<file path="src/rtl/hpu_pkg.sv">
// Shared types for the HPU physical-register mark (ready scoreboard).
// Speculative load wakeup is compiled in with HPU_PRM_SPEC_WAKE_EN.
package hpu_pkg;

  localparam int unsigned PRM_PHY_REGS = 64;
  localparam int unsigned PRM_PHY_W    = $clog2(PRM_PHY_REGS);
  localparam int unsigned PRM_CNT_W    = PRM_PHY_W + 1;
  localparam int unsigned PRM_CKPT_W   = 4;

  typedef enum logic [1:0] {
    READY = 2'd0,
    FLY   = 2'd1,
    SPEC  = 2'd2
  } sr_status_e;

  typedef logic [PRM_CKPT_W-1:0] ckpt_t;

  typedef struct packed {
    logic                 en;
    logic [PRM_PHY_W-1:0] rdst_index;
  } awake_index_t;

  typedef struct packed {
    logic  en;
    ckpt_t ckpt;
  } update_ckpt_t;

  // True when tag lies in the circular interval (rcov, pref].
  function automatic logic chk_ckpt(input ckpt_t tag, input ckpt_t rcov, input ckpt_t pref);
    ckpt_t d_tag;
    ckpt_t d_pref;
    d_tag  = tag - rcov;
    d_pref = pref - rcov;
    return (d_tag != '0) && (d_tag <= d_pref);
  endfunction

endpackage

</file>
<file path="src/rtl/hpu_prm_spec_pipe.sv">
// Fixed-latency shift of speculative wakes awaiting confirm/cancel.
// Only instantiated when HPU_PRM_SPEC_WAKE_EN is defined.
module hpu_prm_spec_pipe
  import hpu_pkg::*;
#(
  parameter int unsigned SPEC_LAT = 3
) (
  input  logic                    clk_i,
  input  logic                    rst_i,
  input  awake_index_t            push_i,
  input  logic [PRM_PHY_REGS-1:0] kill_i,
  input  logic                    flush_i,
  output awake_index_t            head_o
);

  awake_index_t stage_q [SPEC_LAT];
  awake_index_t stage_d [SPEC_LAT];

  // Shift one stage per cycle; an entry dies if its register was touched non-speculatively.
  always_comb begin
    stage_d[0] = push_i;
    for (int unsigned k = 1; k < SPEC_LAT; k++) begin
      stage_d[k] = stage_q[k-1];
    end
    for (int unsigned k = 0; k < SPEC_LAT; k++) begin
      if (flush_i || kill_i[stage_d[k].rdst_index]) begin
        stage_d[k].en = 1'b0;
      end
    end
  end

  always_ff @(posedge clk_i or negedge rst_i) begin
    if (!rst_i) begin
      for (int unsigned k = 0; k < SPEC_LAT; k++) begin
        stage_q[k] <= '0;
      end
    end else begin
      for (int unsigned k = 0; k < SPEC_LAT; k++) begin
        stage_q[k] <= stage_d[k];
      end
    end
  end

  assign head_o = stage_q[SPEC_LAT-1];

endmodule

</file>
<file path="src/rtl/hpu_prm_spec.sv">
// Physical-register READY/FLY/SPEC scoreboard with same-cycle query bypass.
// Define HPU_PRM_SPEC_WAKE_EN to enable speculative load wakeup.
module hpu_prm_spec
  import hpu_pkg::*;
#(
  parameter int unsigned DEC_LANES    = 2,
  parameter int unsigned SRC_PER_LANE = 2,
  parameter int unsigned WAKE_PORTS   = 4,
  parameter int unsigned SPEC_LAT     = 3
) (
  input  logic                                                   clk_i,
  input  logic                                                   rst_i,
  input  logic                                                   ctrl__inst_flush_en_i,
  input  update_ckpt_t                                           id__ckpt_rcov_i,
  input  ckpt_t                                                  id__prefet_ckpt_i,
  input  logic [DEC_LANES-1:0]                                   id_prm__rdst_en_i,
  input  logic [DEC_LANES-1:0][PRM_PHY_W-1:0]                    id_prm__phy_rdst_index_i,
  input  ckpt_t [DEC_LANES-1:0]                                  id_prm__ckpt_i,
  input  logic [DEC_LANES-1:0][SRC_PER_LANE-1:0][PRM_PHY_W-1:0]  id_prm__phy_rs_index_i,
  output sr_status_e [DEC_LANES-1:0][SRC_PER_LANE-1:0]           prm_id__phy_rs_ready_o,
  input  awake_index_t [WAKE_PORTS-1:0]                          wb_prm__update_prm_i,
  input  awake_index_t                                           lsu_prm__spec_wake_i,
  input  logic                                                   lsu_prm__spec_cancel_i,
  output logic [PRM_CNT_W-1:0]                                   prm_id__fly_cnt_o
);

  logic                    flush_q, flush_d;
  update_ckpt_t            rcov_q, rcov_d;
  ckpt_t                   pref_q, pref_d;
  sr_status_e              status_q [PRM_PHY_REGS];
  sr_status_e              status_d [PRM_PHY_REGS];
  ckpt_t                   tag_q    [PRM_PHY_REGS];
  ckpt_t                   tag_d    [PRM_PHY_REGS];
  logic [PRM_CNT_W-1:0]    fly_cnt_q, fly_cnt_d;
  logic [PRM_CNT_W-1:0]    fly_inc, fly_dec;
  logic [PRM_PHY_REGS-1:0] rcov_hit_c;

  // Flush and recovery are retimed one stage; pref travels with the recovery request.
  always_comb begin
    flush_d = ctrl__inst_flush_en_i;
    rcov_d  = id__ckpt_rcov_i;
    pref_d  = id__prefet_ckpt_i;
  end

  always_comb begin
    rcov_hit_c = '0;
    for (int unsigned r = 1; r < PRM_PHY_REGS; r++) begin
      rcov_hit_c[r] = rcov_q.en && chk_ckpt(tag_q[r], rcov_q.ckpt, pref_q);
    end
  end

`ifdef HPU_PRM_SPEC_WAKE_EN
  awake_index_t            spec_push_c;
  awake_index_t            head_c;
  logic                    head_live_c;
  logic [PRM_PHY_REGS-1:0] kill_c;

  // Only a FLY, nonzero register can enter the speculative window.
  always_comb begin
    spec_push_c    = lsu_prm__spec_wake_i;
    spec_push_c.en = lsu_prm__spec_wake_i.en
                     && (lsu_prm__spec_wake_i.rdst_index != '0)
                     && (status_q[lsu_prm__spec_wake_i.rdst_index] == FLY);
  end

  always_comb begin
    kill_c = rcov_hit_c;
    for (int unsigned l = 0; l < DEC_LANES; l++) begin
      if (id_prm__rdst_en_i[l]) kill_c[id_prm__phy_rdst_index_i[l]] = 1'b1;
    end
    for (int unsigned w = 0; w < WAKE_PORTS; w++) begin
      if (wb_prm__update_prm_i[w].en) kill_c[wb_prm__update_prm_i[w].rdst_index] = 1'b1;
    end
  end

  hpu_prm_spec_pipe #(
    .SPEC_LAT (SPEC_LAT)
  ) u_spec_pipe (
    .clk_i   (clk_i),
    .rst_i   (rst_i),
    .push_i  (spec_push_c),
    .kill_i  (kill_c),
    .flush_i (flush_q),
    .head_o  (head_c)
  );

  assign head_live_c = head_c.en && (status_q[head_c.rdst_index] == SPEC);
`else
  logic unused_spec;
  assign unused_spec = ^{lsu_prm__spec_wake_i, lsu_prm__spec_cancel_i};
`endif

  // Per-register next state, lowest priority first; counter tracks every READY edge.
  always_comb begin
    fly_inc = '0;
    fly_dec = '0;
    for (int unsigned r = 0; r < PRM_PHY_REGS; r++) begin
      status_d[r] = status_q[r];
      tag_d[r]    = tag_q[r];
    end
    status_d[0] = READY;
    tag_d[0]    = '0;
    for (int unsigned r = 1; r < PRM_PHY_REGS; r++) begin
      for (int unsigned l = 0; l < DEC_LANES; l++) begin
        if (id_prm__rdst_en_i[l] && (id_prm__phy_rdst_index_i[l] == PRM_PHY_W'(r))) begin
          status_d[r] = FLY;
          tag_d[r]    = id_prm__ckpt_i[l];
        end
      end
`ifdef HPU_PRM_SPEC_WAKE_EN
      if (spec_push_c.en && (spec_push_c.rdst_index == PRM_PHY_W'(r))) begin
        status_d[r] = SPEC;
      end
`endif
      for (int unsigned w = 0; w < WAKE_PORTS; w++) begin
        if (wb_prm__update_prm_i[w].en && (wb_prm__update_prm_i[w].rdst_index == PRM_PHY_W'(r))) begin
          status_d[r] = READY;
        end
      end
`ifdef HPU_PRM_SPEC_WAKE_EN
      if (head_live_c && (head_c.rdst_index == PRM_PHY_W'(r))) begin
        status_d[r] = lsu_prm__spec_cancel_i ? FLY : READY;
      end
`endif
      if (rcov_hit_c[r]) status_d[r] = READY;
      if (flush_q)       status_d[r] = READY;
      if ((status_q[r] == READY) && (status_d[r] != READY)) begin
        fly_inc = fly_inc + PRM_CNT_W'(1);
      end else if ((status_q[r] != READY) && (status_d[r] == READY)) begin
        fly_dec = fly_dec + PRM_CNT_W'(1);
      end
    end
    fly_cnt_d = fly_cnt_q + fly_inc - fly_dec;
  end

  // Source query with same-cycle bypass; later rules override earlier ones.
  always_comb begin
    logic [PRM_PHY_W-1:0] q_idx;
    sr_status_e           q_st;
    for (int unsigned i = 0; i < DEC_LANES; i++) begin
      for (int unsigned s = 0; s < SRC_PER_LANE; s++) begin
        q_idx = id_prm__phy_rs_index_i[i][s];
        q_st  = status_q[q_idx];
        for (int unsigned w = 0; w < WAKE_PORTS; w++) begin
          if (wb_prm__update_prm_i[w].en && (wb_prm__update_prm_i[w].rdst_index == q_idx)) begin
            q_st = READY;
          end
        end
`ifdef HPU_PRM_SPEC_WAKE_EN
        if (spec_push_c.en && (spec_push_c.rdst_index == q_idx)) q_st = SPEC;
        if (head_live_c && lsu_prm__spec_cancel_i && (head_c.rdst_index == q_idx)) q_st = FLY;
`endif
        for (int unsigned j = 0; j < i; j++) begin
          if (id_prm__rdst_en_i[j] && (id_prm__phy_rdst_index_i[j] == q_idx)) q_st = FLY;
        end
        if (q_idx == '0) q_st = READY;
        prm_id__phy_rs_ready_o[i][s] = q_st;
      end
    end
  end

  always_ff @(posedge clk_i or negedge rst_i) begin
    if (!rst_i) begin
      flush_q   <= 1'b0;
      rcov_q    <= '0;
      pref_q    <= '0;
      fly_cnt_q <= '0;
      for (int unsigned r = 0; r < PRM_PHY_REGS; r++) begin
        status_q[r] <= READY;
        tag_q[r]    <= '0;
      end
    end else begin
      flush_q   <= flush_d;
      rcov_q    <= rcov_d;
      pref_q    <= pref_d;
      fly_cnt_q <= fly_cnt_d;
      for (int unsigned r = 0; r < PRM_PHY_REGS; r++) begin
        status_q[r] <= status_d[r];
        tag_q[r]    <= tag_d[r];
      end
    end
  end

  assign prm_id__fly_cnt_o = fly_cnt_q;

endmodule
</file>
<file path="config.mk">
export PLATFORM = sky130hd
export DESIGN_NAME = hpu_prm_spec
export DESIGN_NICKNAME = d
export VERILOG_FILES = /design/src/rtl/hpu_pkg.sv /design/src/rtl/hpu_prm_spec_pipe.sv /design/src/rtl/hpu_prm_spec.sv
export SDC_FILE = /design/constraint.sdc
export NUM_CORES = 2
export LEC_CHECK = 0
export CORE_AREA = 2 2 326 328
export DETAILED_ROUTE_END_ITERATION = 16
export DIE_AREA = 0 0 328 330
export HOLD_SLACK_MARGIN = 0.06
export PLACE_DENSITY_LB_ADDON = 0.15
export SLEW_MARGIN = 25
export SYNTH_ARGS = -nofsm -noshare
export SYNTH_HDL_FRONTEND = slang
export SYNTH_SLANG_ARGS = --single-unit
</file>
<file path="constraint.sdc">
create_clock -name clk_i -period 109.9 [get_ports clk_i]
set_input_delay 32.97 -clock clk_i [delete_from_list [all_inputs] [get_ports clk_i]]
set_output_delay 32.97 -clock clk_i [all_outputs]
set_load 0.02 [all_outputs]
</file>
==> impl_results.md <==
* Hold Path Depth at 1
* Peak Freq at 0.0128 GHz
* Critical Path Max Stage Delay at 980 ps
* Met3 Usage GRT at 0.101
* Synth area leaders: dfrtp_1, ha_1, xnor2_1, mux4_2, mux2i_1
* Share of cells above drive strength 1 at 0.0903
* Dpl ws at 31470 ps
* Setup ws final at 31520 ps
* CP Max Fanout at 13
* RSZ-0062 raised after global routing: false
* PD cells at 13.6 nW/µm²
* DP Wirelength at 154000 µm
* Register area share after synthesis at 0.173
* Routed Antenna Nets at 0
* Status: finished clean
* Hold Crit Class: register to register
* Slew Viols, Final at 0
* Final Critical Period at 78380 ps
* M2 GR Usage at 0.539
* Cell taking the most area after synthesis: dfrtp_1
* CTS Buf Count at 48
* Via count at 53780
* CP required at 110440 ps
* Commonest cells post-synth: xnor2_1, nand2_1, nor2_1
* Final Hold Vio Count at 0
* Routed Wire Length at 205000 µm
* Routed len/inst at 25.0 µm
* Grt peak-use layer: met2
* IO Port Bufs at 100
* Fin nets at 7451
* CTS tree: built
* Rows at 119
* Post-synth EDFFs at 0
* Syn-to-layout area delta at 7.55%
* 1st-pass router iterations at 7
* Crit path depth at 215
* CP dominant cell by count: ha_1
* Initial antenna violation count at 14
* Startpoint Class: primary input
* Final setup vio count at 0
* CP endpoint kind: register
* Routability cong. at 1.03
* Largest net degree at the start of global routing at 103
* Crit Path Class: primary input to register
* Post-synth top flop: dfrtp_1
* Die area at 108000 µm²
* First-pass GRT wire length at 309000 µm
* Core area at 105000 µm²
* Avg Cell Area, Syn at 8.42 µm²
* Post-Syn Area at 57100 µm²
* Top delay family on crit path: adder cells
* GR Overflow Total at 0
* CTS max path bufs at 3
* Yosys cell types at 111
* DRT iter0 DRCs at 6058
* Share of the synthesized area in the top cell type at 0.173
* Post-CTS setup buffers at 0
* Slowest stage cell, crit path: clkdlybuf4s50_1
* LEAKAGE at 0.0269 µW
* Chip height at 330 µm
* # IOs at 109
* Worst Tran Pin Value at 1250 ps
* CP bufs+invs at 11
* Relative slew margins at 0.160
* #FFs+latches synth at 395
* Count leader, synth: xnor2_1
* H-tree depth at 2
* Worst vdd rail ir drop at 0.0000145 V
* CTS clock-pin slew for the worst setup and hold paths at 60 ps
* Worst skew pair latency at 620 ps
* Arr. time, crit path at 78920 ps
* Tot GR Track Use at 0.373
* Ys Warns at 0
* Grt met1 use at 0.523
* Fillers at 9496
* Vias in the first global route at 50381
* Die width at 328 µm
* Via density at 6.56
* CTS sink cnt at 395
* Synth Instances at 6779
* Hold_buf cts at 0
* Starting density of the core at 0.545
* FFs w/ async S/R, synth at 1.00
* Reg2Reg Depth at 219
* Ratio of final minimum period to clock period at 0.713
* DRC at 0
* MaxCap Viol Count at 0
* Sum Neg Setup Slack at 0 ps
* Setup Skew at 23.7 ps
* Post-CTS Resized at 0
* Root Driver: clkbuf_16
[final timing paths]
check / end / slack [ps] / from
setup / recovery: prm_id__fly_cnt_o[6] / 31520 / wb_prm__update_prm_i[11]
hold / removal: prm_id__fly_cnt_o[0] / 510 / prm_id__fly_cnt_o[0]
setup reg to reg: prm_id__fly_cnt_o[6] / 62550 / rcov_q[1]
hold reg to reg: prm_id__fly_cnt_o[0] / 510 / prm_id__fly_cnt_o[0]
max in group asynchronous: tag_q[176] / 74540 / rst_i
min in group asynchronous: prm_id__fly_cnt_o[6] / 32340 / rst_i
[power by group]
group / switching (µW) / internal (µW)
clock network: 70.2 / 101
registers: 17.5 / 170
logic: 278 / 199
[worst reg2reg max path: cells and delay by family, from the launching register on]
family                     cells  cell delay [ps]
DFF                            1              850
adders and majority gates     42            13710
xor gates and xnor gates      44             8910
buffers and inverters         11             1510
AOI/OAI and AO/OA             66            13320
muxes                          8             2020
and+or+nand+nor               48             6940
[flip-flops by register name, summed over array words and instances, names as in the netlist]
name and count:
rcov_q 5, pref_q 4, tag_q 252, status_q 126, flush_q 1, prm_id__fly_cnt_o 7
[stage by stage]
stage,cell area [µm²],cells,power (µW),hold WS (ps),utilization
3_3_place_gp,59700,8105,639,496,0.570
6_report,61400,8203,836,510,0.587
5_1_grt,61400,8195,899,549,0.586
3_5_place_dp,59700,8105,656,505,0.570
4_1_cts,61300,8193,829,521,0.586
2_1_floorplan,57100,6780,529,495,-
[cells in the final DEF, fill, tap and decap left out, types with 51 or more instances in the layout]
cell and count:
nand4_1 116, buf_4 143, o21a_1 81, nand2_1 580, xor2_1 230, a31oi_1 59, fa_1 70, nor2b_1 82
dfrtp_1 390, and3_1 88, xnor2_1 588, nor3_1 85, a21oi_1 368, inv_1 423, a21o_1 87, ha_1 522
mux4_2 156, and2_1 51, o21ai_0 418, o22ai_1 123, nor4_1 61, nand3_1 140, clkdlybuf4s50_1 83, nor2_1 536
mux2i_1 299
[routing by layer]
metal | vias to the layer above | routed length, µm
met5 | - | 92
met4 | 16 | 9730
met3 | 500 | 25000
met2 | 2686 | 83800
met1 | 26013 | 86500
li1 | 24565 | -
[layout make-up]
| class | count | area [µm²] | area share |
|---|---|---|---|
| diodes | 9 | 22.5 | 0.000367 |
| repair buffers | 244 | 2030 | 0.0330 |
| flip-flops and latches | 395 | 9900 | 0.161 |
| inverters | 436 | 1640 | 0.0268 |
| clock buffers | 71 | 1420 | 0.0231 |
| clock inverters | 17 | 226 | 0.00369 |
| well taps | 1391 | 1740 | 0.0283 |
| multi-input cells | 5640 | 44400 | 0.723 |
[cells by family (layout without fill, tap and decap cells)]
kind of cell | count (synthesis) | after routing | share of synthesized area
other | 1 | 11 | 0.0000657
AO/OA/AOI/OAI | 1533 | 1533 | 0.170
AND/OR/NAND/NOR | 2110 | 2110 | 0.189
adder cells (fa/ha/maj) | 595 | 595 | 0.139
XOR/XNOR | 902 | 902 | 0.155
flip-flops | 395 | 395 | 0.173
buffers and inverters | 745 | 768 | 0.0501
multiplexers | 498 | 498 | 0.122
Note: power is estimated with default switching activity, not from simulation.
